**config.mk**
```make
export PLATFORM = sky130hd
export DESIGN_NAME = rvv_backend_div_unit_sequencer
export DESIGN_NICKNAME = d
export VERILOG_FILES = /design/src/rtl/rvv_backend_div_unit_sequencer.sv
export SDC_FILE = /design/constraint.sdc
export NUM_CORES = 1
export LEC_CHECK = 0
export CAP_MARGIN = 20
export CORE_AREA = 3 3 252 254
export CTS_CLUSTER_SIZE = 25
export DETAILED_ROUTE_END_ITERATION = 8
export DIE_AREA = 0 0 255 257
export SYNTH_ARGS = -nofsm -noshare
export SYNTH_HDL_FRONTEND = slang
export SYNTH_SLANG_ARGS = --single-unit
```
**constraint.sdc**
```tcl
create_clock -name clk -period 3 [get_ports clk]
set_input_delay 0.9 -clock clk [delete_from_list [all_inputs] [get_ports clk]]
set_output_delay 0.9 -clock clk [all_outputs]
set_load 0.01 [all_outputs]
```
**src/rtl/rvv_backend_div_unit_sequencer.sv**
```systemverilog
// -----------------------------------------------------------------------------
// rvv_backend_div_unit_sequencer
//
// Issue-side controller for the iterative element divider. A uop of NUM_ELEM
// packed elements is captured in IDLE, its elements are fed to the divider one
// at a time in ISSUE, and the packed quotient/remainder result is presented in
// DONE until the consumer accepts it.
//
// Optional feature macro: DIV_SEQ_MASK_SKIP_EN
//   defined   : masked-off elements are never sent to the divider; an
//               all-masked uop goes straight from IDLE to DONE.
//   undefined : every element is issued in order; masked results are dropped.
//
// Ports:
//   clk, rst_n          clock, asynchronous active-low reset
//   uop_*               uop input handshake and operands (mask, signedness,
//                       quotient/remainder select, src2/src1/vd_old vectors)
//   div_valid/opcode/   element request to the divider (held until the
//   div_src2/div_src1   element's result handshake)
//   div_quotient/       element result from the divider
//   div_remainder/
//   div_res_valid/ready
//   res_valid/data/     packed result handshake to the consumer
//   res_ready
//   trap_flush_rvv      flush; abandons the uop and clears the result buffer
// -----------------------------------------------------------------------------
`ifndef WORD_WIDTH
`define WORD_WIDTH 32
`endif
`ifndef HWORD_WIDTH
`define HWORD_WIDTH 16
`endif
`ifndef BYTE_WIDTH
`define BYTE_WIDTH 8
`endif

module rvv_backend_div_unit_sequencer #(
  parameter int ELEM_WIDTH = `WORD_WIDTH,
  parameter int NUM_ELEM   = 4
) (
  input  logic                           clk,
  input  logic                           rst_n,
  input  logic                           uop_valid,
  output logic                           uop_ready,
  input  logic                           uop_signed,
  input  logic                           uop_rem,
  input  logic [NUM_ELEM-1:0]            uop_vm,
  input  logic [NUM_ELEM*ELEM_WIDTH-1:0] uop_src2,
  input  logic [NUM_ELEM*ELEM_WIDTH-1:0] uop_src1,
  input  logic [NUM_ELEM*ELEM_WIDTH-1:0] uop_vd_old,
  output logic                           div_valid,
  output logic                           div_opcode,
  output logic [ELEM_WIDTH-1:0]          div_src2,
  output logic [ELEM_WIDTH-1:0]          div_src1,
  input  logic [ELEM_WIDTH-1:0]          div_quotient,
  input  logic [ELEM_WIDTH-1:0]          div_remainder,
  input  logic                           div_res_valid,
  output logic                           div_res_ready,
  output logic                           res_valid,
  output logic [NUM_ELEM*ELEM_WIDTH-1:0] res_data,
  input  logic                           res_ready,
  input  logic                           trap_flush_rvv
);

  localparam int IDX_W = (NUM_ELEM > 1) ? $clog2(NUM_ELEM) : 1;
  localparam int DW    = NUM_ELEM * ELEM_WIDTH;

  typedef enum logic [1:0] {
    S_IDLE  = 2'd0,
    S_ISSUE = 2'd1,
    S_DONE  = 2'd2
  } state_t;

  state_t                r_state;
  state_t                w_state_nxt;
  logic [IDX_W-1:0]      r_idx;
  logic [IDX_W-1:0]      w_idx_nxt;
  logic                  r_signed;
  logic                  r_rem;
  logic [NUM_ELEM-1:0]   r_vm;
  logic [DW-1:0]         r_src2;
  logic [DW-1:0]         r_src1;
  logic [DW-1:0]         r_buf;
  logic [DW-1:0]         w_buf_nxt;
  logic                  w_accept;
  logic                  w_issue;

`ifdef DIV_SEQ_MASK_SKIP_EN
  logic [IDX_W:0]        w_search;

  // Lowest set mask bit at or above from_idx; MSB of the result flags a hit.
  function automatic logic [IDX_W:0] f_next_active(input logic [NUM_ELEM-1:0] mask,
                                                   input int from_idx);
    logic [IDX_W:0] res;
    res = '0;
    for (int i = NUM_ELEM - 1; i >= 0; i--) begin
      if (mask[i] && (i >= from_idx)) begin
        res = {1'b1, IDX_W'(i)};
      end else begin
        res = res;
      end
    end
    return res;
  endfunction
`endif

  // Next-state, next-index and result-buffer update.
  always_comb begin
    w_state_nxt = r_state;
    w_idx_nxt   = r_idx;
    w_buf_nxt   = r_buf;
    w_accept    = 1'b0;
`ifdef DIV_SEQ_MASK_SKIP_EN
    w_search    = '0;
`endif
    if (trap_flush_rvv) begin
      // Flush wins over everything, including a same-cycle uop or res_ready.
      w_state_nxt = S_IDLE;
      w_idx_nxt   = '0;
      w_buf_nxt   = '0;
    end else begin
      case (r_state)
        S_IDLE: begin
          if (uop_valid) begin
            w_accept  = 1'b1;
            // Preload old destination; active elements are overwritten later.
            w_buf_nxt = uop_vd_old;
`ifdef DIV_SEQ_MASK_SKIP_EN
            w_search = f_next_active(uop_vm, 0);
            if (w_search[IDX_W]) begin
              w_state_nxt = S_ISSUE;
              w_idx_nxt   = w_search[IDX_W-1:0];
            end else begin
              w_state_nxt = S_DONE;
              w_idx_nxt   = '0;
            end
`else
            w_state_nxt = S_ISSUE;
            w_idx_nxt   = '0;
`endif
          end else begin
            w_state_nxt = S_IDLE;
          end
        end
        S_ISSUE: begin
          if (div_res_valid) begin
            if (r_vm[r_idx]) begin
              w_buf_nxt[int'(r_idx)*ELEM_WIDTH +: ELEM_WIDTH] = r_rem ? div_remainder : div_quotient;
            end else begin
              w_buf_nxt = r_buf;
            end
`ifdef DIV_SEQ_MASK_SKIP_EN
            w_search = f_next_active(r_vm, int'(r_idx) + 1);
            if (w_search[IDX_W]) begin
              w_idx_nxt = w_search[IDX_W-1:0];
            end else begin
              w_state_nxt = S_DONE;
              w_idx_nxt   = '0;
            end
`else
            if (r_idx == IDX_W'(NUM_ELEM - 1)) begin
              w_state_nxt = S_DONE;
              w_idx_nxt   = '0;
            end else begin
              w_idx_nxt = r_idx + IDX_W'(1);
            end
`endif
          end else begin
            w_state_nxt = S_ISSUE;
          end
        end
        S_DONE: begin
          if (res_ready) begin
            w_state_nxt = S_IDLE;
          end else begin
            w_state_nxt = S_DONE;
          end
        end
        default: begin
          w_state_nxt = S_IDLE;
          w_idx_nxt   = '0;
          w_buf_nxt   = '0;
        end
      endcase
    end
  end

  // FSM state, element index and result buffer registers.
  always_ff @(posedge clk or negedge rst_n) begin
    if (!rst_n) begin
      r_state <= S_IDLE;
      r_idx   <= '0;
      r_buf   <= '0;
    end else begin
      r_state <= w_state_nxt;
      r_idx   <= w_idx_nxt;
      r_buf   <= w_buf_nxt;
    end
  end

  // Captured uop fields, loaded only when a uop is accepted.
  always_ff @(posedge clk or negedge rst_n) begin
    if (!rst_n) begin
      r_signed <= 1'b0;
      r_rem    <= 1'b0;
      r_vm     <= '0;
      r_src2   <= '0;
      r_src1   <= '0;
    end else if (w_accept) begin
      r_signed <= uop_signed;
      r_rem    <= uop_rem;
      r_vm     <= uop_vm;
      r_src2   <= uop_src2;
      r_src1   <= uop_src1;
    end else begin
      r_signed <= r_signed;
      r_rem    <= r_rem;
      r_vm     <= r_vm;
      r_src2   <= r_src2;
      r_src1   <= r_src1;
    end
  end

  // Outputs decode directly from registers so an async reset takes effect at once.
  assign w_issue       = (r_state == S_ISSUE);
  assign uop_ready     = (r_state == S_IDLE);
  assign div_valid     = w_issue;
  assign div_res_ready = w_issue;
  assign div_opcode    = w_issue & r_signed;
  assign div_src2      = w_issue ? r_src2[int'(r_idx)*ELEM_WIDTH +: ELEM_WIDTH] : '0;
  assign div_src1      = w_issue ? r_src1[int'(r_idx)*ELEM_WIDTH +: ELEM_WIDTH] : '0;
  assign res_valid     = (r_state == S_DONE);
  assign res_data      = r_buf;

endmodule

```
==> flow_summary.ini, run 1 <==
[status]
status = complete, but fails checks
failed_checks = setup timing

[timing]
timing.hold.ws_ps = 318
worst_slew_pin_slew_ps = 936
setup_viol = 59
finalWorstSetupSlack_ps = -100
final_max_slew_viol_count = 0
finClkSkew_ps = 12.5
fin_crit_ps = 3100
fmax_mhz = 323
fin_crit_sh_pct = 103
setup_repair_after_global_routing_missed_its_margin = yes
timing_hold_violations_final = 0
max_slew_margin_pct = 37.4

[global_route]
grt.met2_usage_pct = 39.0
antenna_found_initial = 25
grt_first_pass_wirelength_um = 108000
overflow = 0
grt_start_max_net_pins = 129
most_used_layer_global_route = met2
via_count_of_the_first_global_routing_pass = 16059
grt_util_met3_pct = 6.78
grt.total_usage_pct = 22.1
gr-usage-met1_pct = 25.0

[routing]
dr_total_vias = 15143
drt.antenna.violating_nets = 0
1st_iter_drt_viols = 1665
detail_route.drc_violations = 0
post_dr_vias_cell = 5.39
drt_pass1_iterations = 7
routed_wirelength_um = 74500
route.detailed.wl_per_inst_um = 26.6

[placed_design]
place_ws_ps = 58.5
hpwl_um = 54900
place.port_buffers = 656
replace_congestion = 0.866

[yosys]
synth-seq-area-share_pct = 52.5
synth_seq_cells = 394
synthTopCellsByArea = sky130_fd_sc_hd__dfrtp_1 (53%), sky130_fd_sc_hd__mux2_2 (19%), sky130_fd_sc_hd__mux4_2 (7.8%)
postSynth.asyncResetShare_pct = 100
synth_top_area_cell = sky130_fd_sc_hd__dfrtp_1
yosysUniqueCellTypes = 36
avgSynthCellArea_um2 = 14.3
synth_enable_flop_cells = 0
postSynthNetCount = 1777
yosys_warnings = 0
ys.flop_type = sky130_fd_sc_hd__dfrtp_1
mappedNetlistArea_mm2 = 0.0188
synth_top_cell_area_share_pct = 52.5
syn-instance-count = 1311

[finish]
layout.cells.most_common = sky130_fd_sc_hd__clkdlybuf4s50_1
area_delta_synth_final_pct = 52.0
finish.utilization_pct = 46.4
nNetsFinal = 2436
layout.cells.most_common_list = sky130_fd_sc_hd__clkdlybuf4s50_1 (588), sky130_fd_sc_hd__dfrtp_1 (391), sky130_fd_sc_hd__mux2_2 (321), sky130_fd_sc_hd__a222oi_1 (128), sky130_fd_sc_hd__o2bb2ai_1 (96)
layout-drive-gt1-share_pct = 33.5

[setup_path]
crit_required_ps = 2100
critPathSlowestCell = sky130_fd_sc_hd__mux4_2
endpoint_kind = primary output
cpLargestDelayFamily = multiplexers
r2r-start = r_idx[0]
worstReg2RegEnd = res_data[33]
worstPathBufferInverterCount = 3
ff2ff_setup_slack_ps = 280
critical-path-top-cell-by-count = sky130_fd_sc_hd__buf_6
r2r.worst_path.cells = 9
critPathKind = reg -> out
max_stage_delay_ps = 560
critPathMaxFanout = 8
crit_chain = buf_12, buf_6, mux4_2, and2_4, buf_6
crit_arrival_ps = 2200
start_kind = register

[pwr]
power.static_leakage_nw = 11.3
power_mw = 17.7
peakVddDrop_uv = 407
power.density_cell_area_mw_per_mm2 = 622

[floorplan]
die_y_um = 257
floorplan.die.width_um = 255
io_pins = 657
die_area_mm2 = 0.0655
initial_utilization_pct = 30.5
core-area_mm2 = 0.0615
floorplan.rows = 91

[clocking]
clkTransAtPathRegs_ps = 60
clock_sinks = 394
clock_latency_ps = 570
hold_buffers = 0
cts_max_path_buffers = 3
clock_tree.root_cell = sky130_fd_sc_hd__clkbuf_16
tritoncts_clock_tree = yes
numCtsBuffers = 47
cts_max_level = 2

[min_path]
worst_hold_path_type = in -> async

[flow_run]
drv_cap = 0
power breakdown:
part | switching [mW] | leakage (nW) | internal, mW
Sequential | 0.645 | 4.83 | 6.35
Combinational | 2.03 | 5.71 | 2.92
Clock | 2.28 | 0.777 | 3.51
Total | 4.95 | 11.3 | 12.8
sequential cells by signal, summed over array words and instances (netlist names):
| name | cells |
|---|---|
| r_src1 | 128 |
| r_src2 | 128 |
| res_data | 128 |
| r_vm | 4 |
| r_idx | 2 |
| r_state | 2 |
| r_rem | 1 |
| r_signed | 1 |
worst max-delay path by stage:
stage | to | startpoint | cells past startpoint
2_1_floorplan | res_data[44] | r_idx[0] | 11
3_3_place_gp | div_src1[31] | r_idx[0] | 4
3_5_place_dp | res_data[60] | r_idx[0] | 7
4_1_cts | div_src2[16] | r_idx[0] | 7
5_1_grt | div_src1[12] | r_idx[0] | 6
6_report | div_src1[31] | r_idx[0] | 5
area by class of cell:
class / count / area, um2
antenna: 12 / 30.0
clock buffer: 73 / 1430
clock inverter: 11 / 149
fill: 5529 / 33000
inverter: 7 / 28.8
multi-input combinational: 784 / 8420
sequential: 394 / 9870
tap: 790 / 988
timing repair buffer: 736 / 7620
cells in the mapped netlist, types with 2 or more instances:
library cell and number:
sky130_fd_sc_hd__nor2_1 42, sky130_fd_sc_hd__buf_2 48, sky130_fd_sc_hd__a222oi_1 128, sky130_fd_sc_hd__nand2_1 2
sky130_fd_sc_hd__nand2b_1 2, sky130_fd_sc_hd__and2_1 66, sky130_fd_sc_hd__o2bb2ai_1 96, sky130_fd_sc_hd__buf_6 13
sky130_fd_sc_hd__nor3_1 34, sky130_fd_sc_hd__ha_1 6, sky130_fd_sc_hd__mux2_2 321, sky130_fd_sc_hd__mux2_1 5
sky130_fd_sc_hd__buf_1 4, sky130_fd_sc_hd__mux4_2 65, sky130_fd_sc_hd__clkbuf_1 59, sky130_fd_sc_hd__inv_1 6
sky130_fd_sc_hd__dfrtp_1 394, sky130_fd_sc_hd__o21ai_0 2
kinds of logic (layout without fill, tap and decap cells):
logic type                 Yosys count  after routing  synth area share, %
adders and majority gates            6              6                0.400
muxes                              391            391                 27.4
and+or+nand+nor                    156            156                 4.47
DFF                                394            394                 52.5
buffers and inverters              133            827                 3.53
AOI/OAI and AO/OA                  231            231                 11.7
other                                0             12                    0
stage by stage:
step                area [um2]  cells  setup TNS (ps)
global placement         26500   2692               0
CTS                      28500   2800           -8060
global route             28500   2804           -7840
detailed placement       26500   2692               0
floorplan                18800   1311               0
finish                   28500   2807           -3130
metal layers:
layer,vias to the layer above,part of all wire [%]
met4,20,3.3
met1,7797,36
li1,6528,-
met3,121,9.1
met5,-,0.18
met2,677,51
worst reg2reg max path, cell delays in order (launching register included):
cell	delay (ps)
sky130_fd_sc_hd__dfrtp_4	490
sky130_fd_sc_hd__buf_4	140
sky130_fd_sc_hd__buf_6	120
sky130_fd_sc_hd__buf_16	130
sky130_fd_sc_hd__inv_1	130
sky130_fd_sc_hd__ha_1	340
sky130_fd_sc_hd__and4b_1	270
sky130_fd_sc_hd__and2_1	400
sky130_fd_sc_hd__a222oi_1	450
sky130_fd_sc_hd__o2bb2ai_1	100
timing repair:
action / 4_1_cts / 5_1_grt
setup endpoints to repair: 68 / 89
pin swaps: 37 / 6
setup buffers: 19 / 2
gates cloned: 5 / 0
gates resized for setup: 368 / 34
Note: power is estimated with default switching activity, not from simulation.
==> run 2: changes to the inputs <==
--- a/config.mk
+++ b/config.mk
@@ -10,6 +10,8 @@
 export CTS_CLUSTER_SIZE = 25
 export DETAILED_ROUTE_END_ITERATION = 8
 export DIE_AREA = 0 0 255 257
+export MAX_ROUTING_LAYER = met4
+export SKIP_LAST_GASP = 1
 export SYNTH_ARGS = -nofsm -noshare
 export SYNTH_HDL_FRONTEND = slang
 export SYNTH_SLANG_ARGS = --single-unit
==> run 2 against run 1 <==
The run still ends with setup timing left. Largest cell class unchanged. Setup slack got worse by 45 ps. Global-route usage increased by 0.66 points. Clock-buffer cell count unchanged. Clock power about the same. Wire length increased by 0.26%. Combinational power increased by 1%. Sequential share of layout area decreased by 0.22 points. Utilization increased by 0.29 points. Fmax decreased by 1.4%. Critical endpoint is now div_src1[10]. Sequential power about the same. Final area increased by 0.63%.
==> flow_summary.ini, run 2 (synthesis results as in run 1) <==
[placed_design]
hpwl_um = 54900
place.port_buffers = 656
place_ws_ps = 58.5
replace_congestion = 0.880

[clocking]
clkTransAtPathRegs_ps = 60
clock_latency_ps = 570
tritoncts_clock_tree = yes
clock_sinks = 394
numCtsBuffers = 47
cts_max_path_buffers = 3
cts_max_level = 2
hold_buffers = 0
clock_tree.root_cell = sky130_fd_sc_hd__clkbuf_16

[setup_path]
crit_arrival_ps = 2250
start_kind = register
endpoint_kind = primary output
critPathMaxFanout = 5
r2r.worst_path.cells = 9
ff2ff_setup_slack_ps = 270
worstReg2RegEnd = res_data[33]
r2r-start = r_idx[0]
crit_required_ps = 2100
critPathKind = reg -> out
setup.worst_path.end = div_src1[10]
worst_setup_path_startpoint = r_idx[0]

[flow_run]
drv_cap = 0

[finish]
nNetsFinal = 2442
layout.cells.most_common_list = sky130_fd_sc_hd__clkdlybuf4s50_1 (588), sky130_fd_sc_hd__dfrtp_1 (391), sky130_fd_sc_hd__mux2_2 (321), sky130_fd_sc_hd__a222oi_1 (128), sky130_fd_sc_hd__o2bb2ai_1 (96)
layout.cells.most_common = sky130_fd_sc_hd__clkdlybuf4s50_1
layout-drive-gt1-share_pct = 33.9
finish.utilization_pct = 46.7
area_delta_synth_final_pct = 53.0
layout.filler_cells = 5512

[floorplan]
die_y_um = 257
initial_utilization_pct = 30.5
io_pins = 657
floorplan.die.width_um = 255
floorplan.rows = 91
core-area_mm2 = 0.0615
die_area_mm2 = 0.0655

[timing]
fin_crit_sh_pct = 105
final_max_slew_viol_count = 0
timing.hold.ws_ps = 321
worst_slew_pin_slew_ps = 961
fmax_mhz = 318
fin_crit_ps = 3150
timing_hold_violations_final = 0
totalNegativeSetupSlack_ps = -5150
max_slew_margin_pct = 35.8
finClkSkew_ps = 12.9
setup_viol = 61
finalWorstSetupSlack_ps = -145
setup_repair_after_global_routing_missed_its_margin = yes

[global_route]
via_count_of_the_first_global_routing_pass = 16147
grt_first_pass_wirelength_um = 108000
antenna_found_initial = 25
overflow = 0
grt_start_max_net_pins = 129
grt.total_usage_pct = 22.7

[routing]
drt_pass1_iterations = 9
drt.antenna.violating_nets = 0
dr_total_vias = 15211
routed_wirelength_um = 74700
post_dr_vias_cell = 5.39
detail_route.drc_violations = 0
route.detailed.wl_per_inst_um = 26.5
1st_iter_drt_viols = 1590

[pwr]
power.static_leakage_nw = 11.4
peakVddDrop_uv = 407
power_mw = 17.8
power.density_cell_area_mw_per_mm2 = 620

[status]
failed_checks = setup timing
status = complete, but fails checks

[min_path]
worst_hold_path_type = in -> async
## run 2: cell count changes in the layout (fill, tap and decap cells not counted)
cell,previous run,this run
sky130_fd_sc_hd__and2_1,16,13
sky130_fd_sc_hd__and2_4,50,53
sky130_fd_sc_hd__buf_12,26,29
sky130_fd_sc_hd__buf_2,17,10
sky130_fd_sc_hd__buf_4,39,44
sky130_fd_sc_hd__buf_6,54,57
sky130_fd_sc_hd__clkbuf_16,48,50
sky130_fd_sc_hd__diode_2,12,22
## run 2: worst min path at each step
stage | start | to | slack (ps) | cells after the start
finish | rst_n | res_data[31] | 320 | 1
global route | rst_n | r_src1[34] | 330 | 1
CTS | rst_n | r_src1[35] | 300 | 1
detailed placement | r_src1[94] | r_src1[94] | 490 | 1
global placement | r_src2[73] | r_src2[73] | 480 | 1
floorplan | r_signed | r_signed | 470 | 1
## run 2: power breakdown
part | internal (mW) | leakage, nW | switching (mW)
Combinational | 2.97 | 5.77 | 2.04
Clock | 3.51 | 0.777 | 2.28
Sequential | 6.35 | 4.83 | 0.645
## run 2: stage by stage
step	cell area [um2]	instances
finish	28700	2823
global route	28700	2822
CTS	28400	2800
detailed placement	26500	2692
global placement	26500	2692
floorplan	18800	1311
## run 2: what timing repair did
action | 4_1_cts | 5_1_grt
gates cloned | 5 | 2
setup endpoints to repair | 68 | 91
resized for setup | 292 | 130
pin swaps | 24 | 27
setup buffers | 19 | 6
## run 2: layout make-up
cell class | instances | area, um2 | share of cell area, %
Sequential cell | 394 | 9870 | 34.4
Multi-Input combinational cell | 784 | 8430 | 29.4
Timing Repair Buffer | 742 | 7760 | 27.0
Clock buffer | 73 | 1430 | 4.96
Tap cell | 790 | 988 | 3.44
Clock inverter | 11 | 149 | 0.519
Antenna cell | 22 | 55.1 | 0.192
Inverter | 7 | 28.8 | 0.100
## run 2: critical path: stages, from the launching register on
cell and delay, ps:
sky130_fd_sc_hd__dfrtp_4 520, sky130_fd_sc_hd__buf_12 160, sky130_fd_sc_hd__buf_12 130, sky130_fd_sc_hd__buf_4 130, sky130_fd_sc_hd__mux4_2 440, sky130_fd_sc_hd__and2_4 160, sky130_fd_sc_hd__buf_6 120
## run 2: per-layer routing
layer  global-route usage (%)  vias to the layer above  wire [um]
li1                         -                     6562          -
met1                     24.9                     7841      27000
met5                        -                        -          0
met3                     6.80                       97       6800
met4                     7.46                        0       2180
met2                     39.2                      711      38800
==> run 3: changes to the inputs <==
--- a/config.mk
+++ b/config.mk
@@ -6,10 +6,12 @@
 export NUM_CORES = 1
 export LEC_CHECK = 0
 export CAP_MARGIN = 20
-export CORE_AREA = 3 3 252 254
+export CORE_AREA = 3 3 257 259
+export CTS_BUF_LIST = sky130_fd_sc_hd__clkbuf_8
 export CTS_CLUSTER_SIZE = 25
 export DETAILED_ROUTE_END_ITERATION = 8
-export DIE_AREA = 0 0 255 257
+export DIE_AREA = 0 0 260 262
+export GPL_ROUTABILITY_DRIVEN = 0
 export MAX_ROUTING_LAYER = met4
 export SKIP_LAST_GASP = 1
 export SYNTH_ARGS = -nofsm -noshare
==> run 3 against run 2 <==
The run still ends with setup timing left. Final cell count grew 4.1%. Total power down 2.4%. Flip-flop and latch count stayed put. Register-to-register slack worse by 60 ps. Via count rose by 1.9%. Fmax decreased by 2.2%. Sequential power about the same. Global-route usage is 0.067 points higher. Wire length rose by 4.5%. Die area is 3.9% higher. Critical endpoint is now div_src1[30].
==> flow_summary.ini, run 3 (synthesis results as in run 1) <==
[finish]
layout.filler_cells = 5790
nNetsFinal = 2476
layout-drive-gt1-share_pct = 35.3
layout.cells.most_common_list = sky130_fd_sc_hd__clkdlybuf4s50_1 (586), sky130_fd_sc_hd__dfrtp_1 (392), sky130_fd_sc_hd__mux2_2 (321), sky130_fd_sc_hd__a222oi_1 (128), sky130_fd_sc_hd__o2bb2ai_1 (96)
post-route-cell-area_mm2 = 0.0289
area_delta_synth_final_pct = 53.8
layout.cells.most_common = sky130_fd_sc_hd__clkdlybuf4s50_1
multiInputGateArea_mm2 = 0.00843
seqCellArea_mm2 = 0.00987

[timing]
max_slew_margin_pct = 49.2
timing_hold_violations_final = 0
fin_crit_sh_pct = 107
worst_slew_pin_slew_ps = 762
setup_viol = 62
fmax_mhz = 311
fin_crit_ps = 3220
setup_repair_after_global_routing_missed_its_margin = yes
finClkSkew_ps = 29.9
finalWorstSetupSlack_ps = -216
totalNegativeSetupSlack_ps = -8030
timing.hold.ws_ps = 207
final_max_slew_viol_count = 0

[pwr]
power_switching_mw = 5.13
cell_internal_pwr_mw = 12.3
seq_pwr_share_pct = 40.4
share_clk_of_total_power_pct = 30.4
power.density_cell_area_mw_per_mm2 = 602
power.share.switching_pct = 29.5
peakVddDrop_uv = 475
power_frac_comb_pct = 29.2
power_mw = 17.4
power.static_leakage_nw = 11.5

[setup_path]
critPathKind = reg -> out
r2r-start = r_idx[0]
crit_required_ps = 2100
ff2ff_setup_slack_ps = 210
endpoint_kind = primary output
r2r.worst_path.cells = 10
crit_arrival_ps = 2320
worstReg2RegEnd = res_data[37]
start_kind = register
crit_chain = buf_12, buf_16, buf_12, mux4_2, and2_4, buf_6
critPathMaxFanout = 6
critPathSlowestCell = sky130_fd_sc_hd__dfrtp_4
critical-path-top-cell-by-count = sky130_fd_sc_hd__buf_12
max_stage_delay_ps = 540

[clocking]
numCtsBuffers = 73
clock_tree.root_cell = sky130_fd_sc_hd__clkbuf_8
clock_latency_ps = 650
cts_max_path_buffers = 3
cts_max_level = 3
clock_sinks = 394
hold_buffers = 0
tritoncts_clock_tree = yes
clkTransAtPathRegs_ps = 60

[routing]
detail_route.drc_violations = 0
route.detailed.wl_per_inst_um = 26.6
drt_pass1_iterations = 7
routed_wirelength_um = 78100
drt.antenna.violating_nets = 0
post_dr_vias_cell = 5.27
1st_iter_drt_viols = 1455
dr_total_vias = 15506

[status]
failed_checks = setup timing
status = complete, but fails checks

[global_route]
via_count_of_the_first_global_routing_pass = 16516
grt_first_pass_wirelength_um = 111000
grt.total_usage_pct = 22.8
antenna_found_initial = 22
overflow = 0
grt_start_max_net_pins = 129

[placed_design]
dpl-instance-area_mm2 = 0.0265
place.port_buffers = 656
hpwl_um = 56300

[floorplan]
initial_utilization_pct = 29.3
floorplan.rows = 93
core-area_mm2 = 0.0641
die_y_um = 262
die_area_mm2 = 0.0681
floorplan.die.width_um = 260
io_pins = 657

[flow_run]
drv_cap = 0

[min_path]
worst_hold_path_type = in -> async
## run 3: changes by cell type in the layout (fill, tap and decap cells not counted), sizes merged
cell and delta:
buf +7, bufbuf +1, bufinv -2, clkbuf +21, clkdlybuf4s50 -2, clkinv +1
clkinvlp +4, diode -2, dlymetal6s2s +1, inv +23
## run 3: per-layer routing
layer | part of all wire [%] | routed length, um | up-vias | GRT usage (%)
li1 | - | - | 6633 | -
met1 | 36 | 28200 | 7901 | 25.0
met2 | 50 | 38900 | 819 | 38.0
met3 | 9.4 | 7300 | 153 | 7.33
met4 | 4.7 | 3660 | 0 | 9.86
met5 | 0 | 0 | - | -
## run 3: worst max path at each step
stage               slack, ps  depth (start not counted)           end  startpoint
floorplan                 160                         11  res_data[44]    r_idx[0]
global placement          110                          8  res_data[32]    r_idx[1]
detailed placement         80                          8  res_data[37]    r_idx[0]
CTS                      -380                          5  div_src2[22]    r_idx[0]
global route             -330                          6  div_src2[13]    r_idx[0]
finish                   -220                          6  div_src1[30]    r_idx[0]
## run 3: power groups by stage
| stage | sequential (mW) | clock (mW) | combinational [mW] |
|---|---|---|---|
| after floorplan | 6.96 | 0 | 2.38 |
| after global placement | 7.09 | 0 | 4.68 |
| after CTS | 7.03 | 5.46 | 5.02 |
| after global routing | 7.15 | 5.69 | 5.39 |
| after detailed placement | 7.11 | 0 | 4.76 |
| final | 7.03 | 5.28 | 5.07 |
## run 3: metrics by stage
| stage | worst slack, ps | utilization (%) | cells |
|---|---|---|---|
| 6_report | -216 | 45.0 | 2940 |
| 5_1_grt | -330 | 45.0 | 2938 |
| 4_1_cts | -380 | 44.7 | 2918 |
| 3_5_place_dp | 81.1 | 41.4 | 2757 |
| 3_3_place_gp | 113 | 41.4 | 2757 |
| 2_1_floorplan | 158 | - | 1311 |
## run 3: layout make-up
type                            instances  area share (%)
Inverter                                7          0.0997
Multi-Input combinational cell        784            29.2
Clock inverter                         37           0.724
Timing Repair Buffer                  750            27.4
Clock buffer                           93            4.44
Tap cell                              855            3.71
Antenna cell                           20           0.173
Sequential cell                       394            34.2
## run 3: timing repair
item                                    4_1_cts  5_1_grt
cloned                                        9        1
pin swaps                                    14       49
endpoints found under the setup margin       69      103
setup buffers                                22        4
resized for setup                           316      106
## run 3: critical path, delay by kind of cell (launching register included)
family        cells  cell delay (ps)
buf+inv           4              530
flops             1              540
mux               1              430
simple gates      1              160
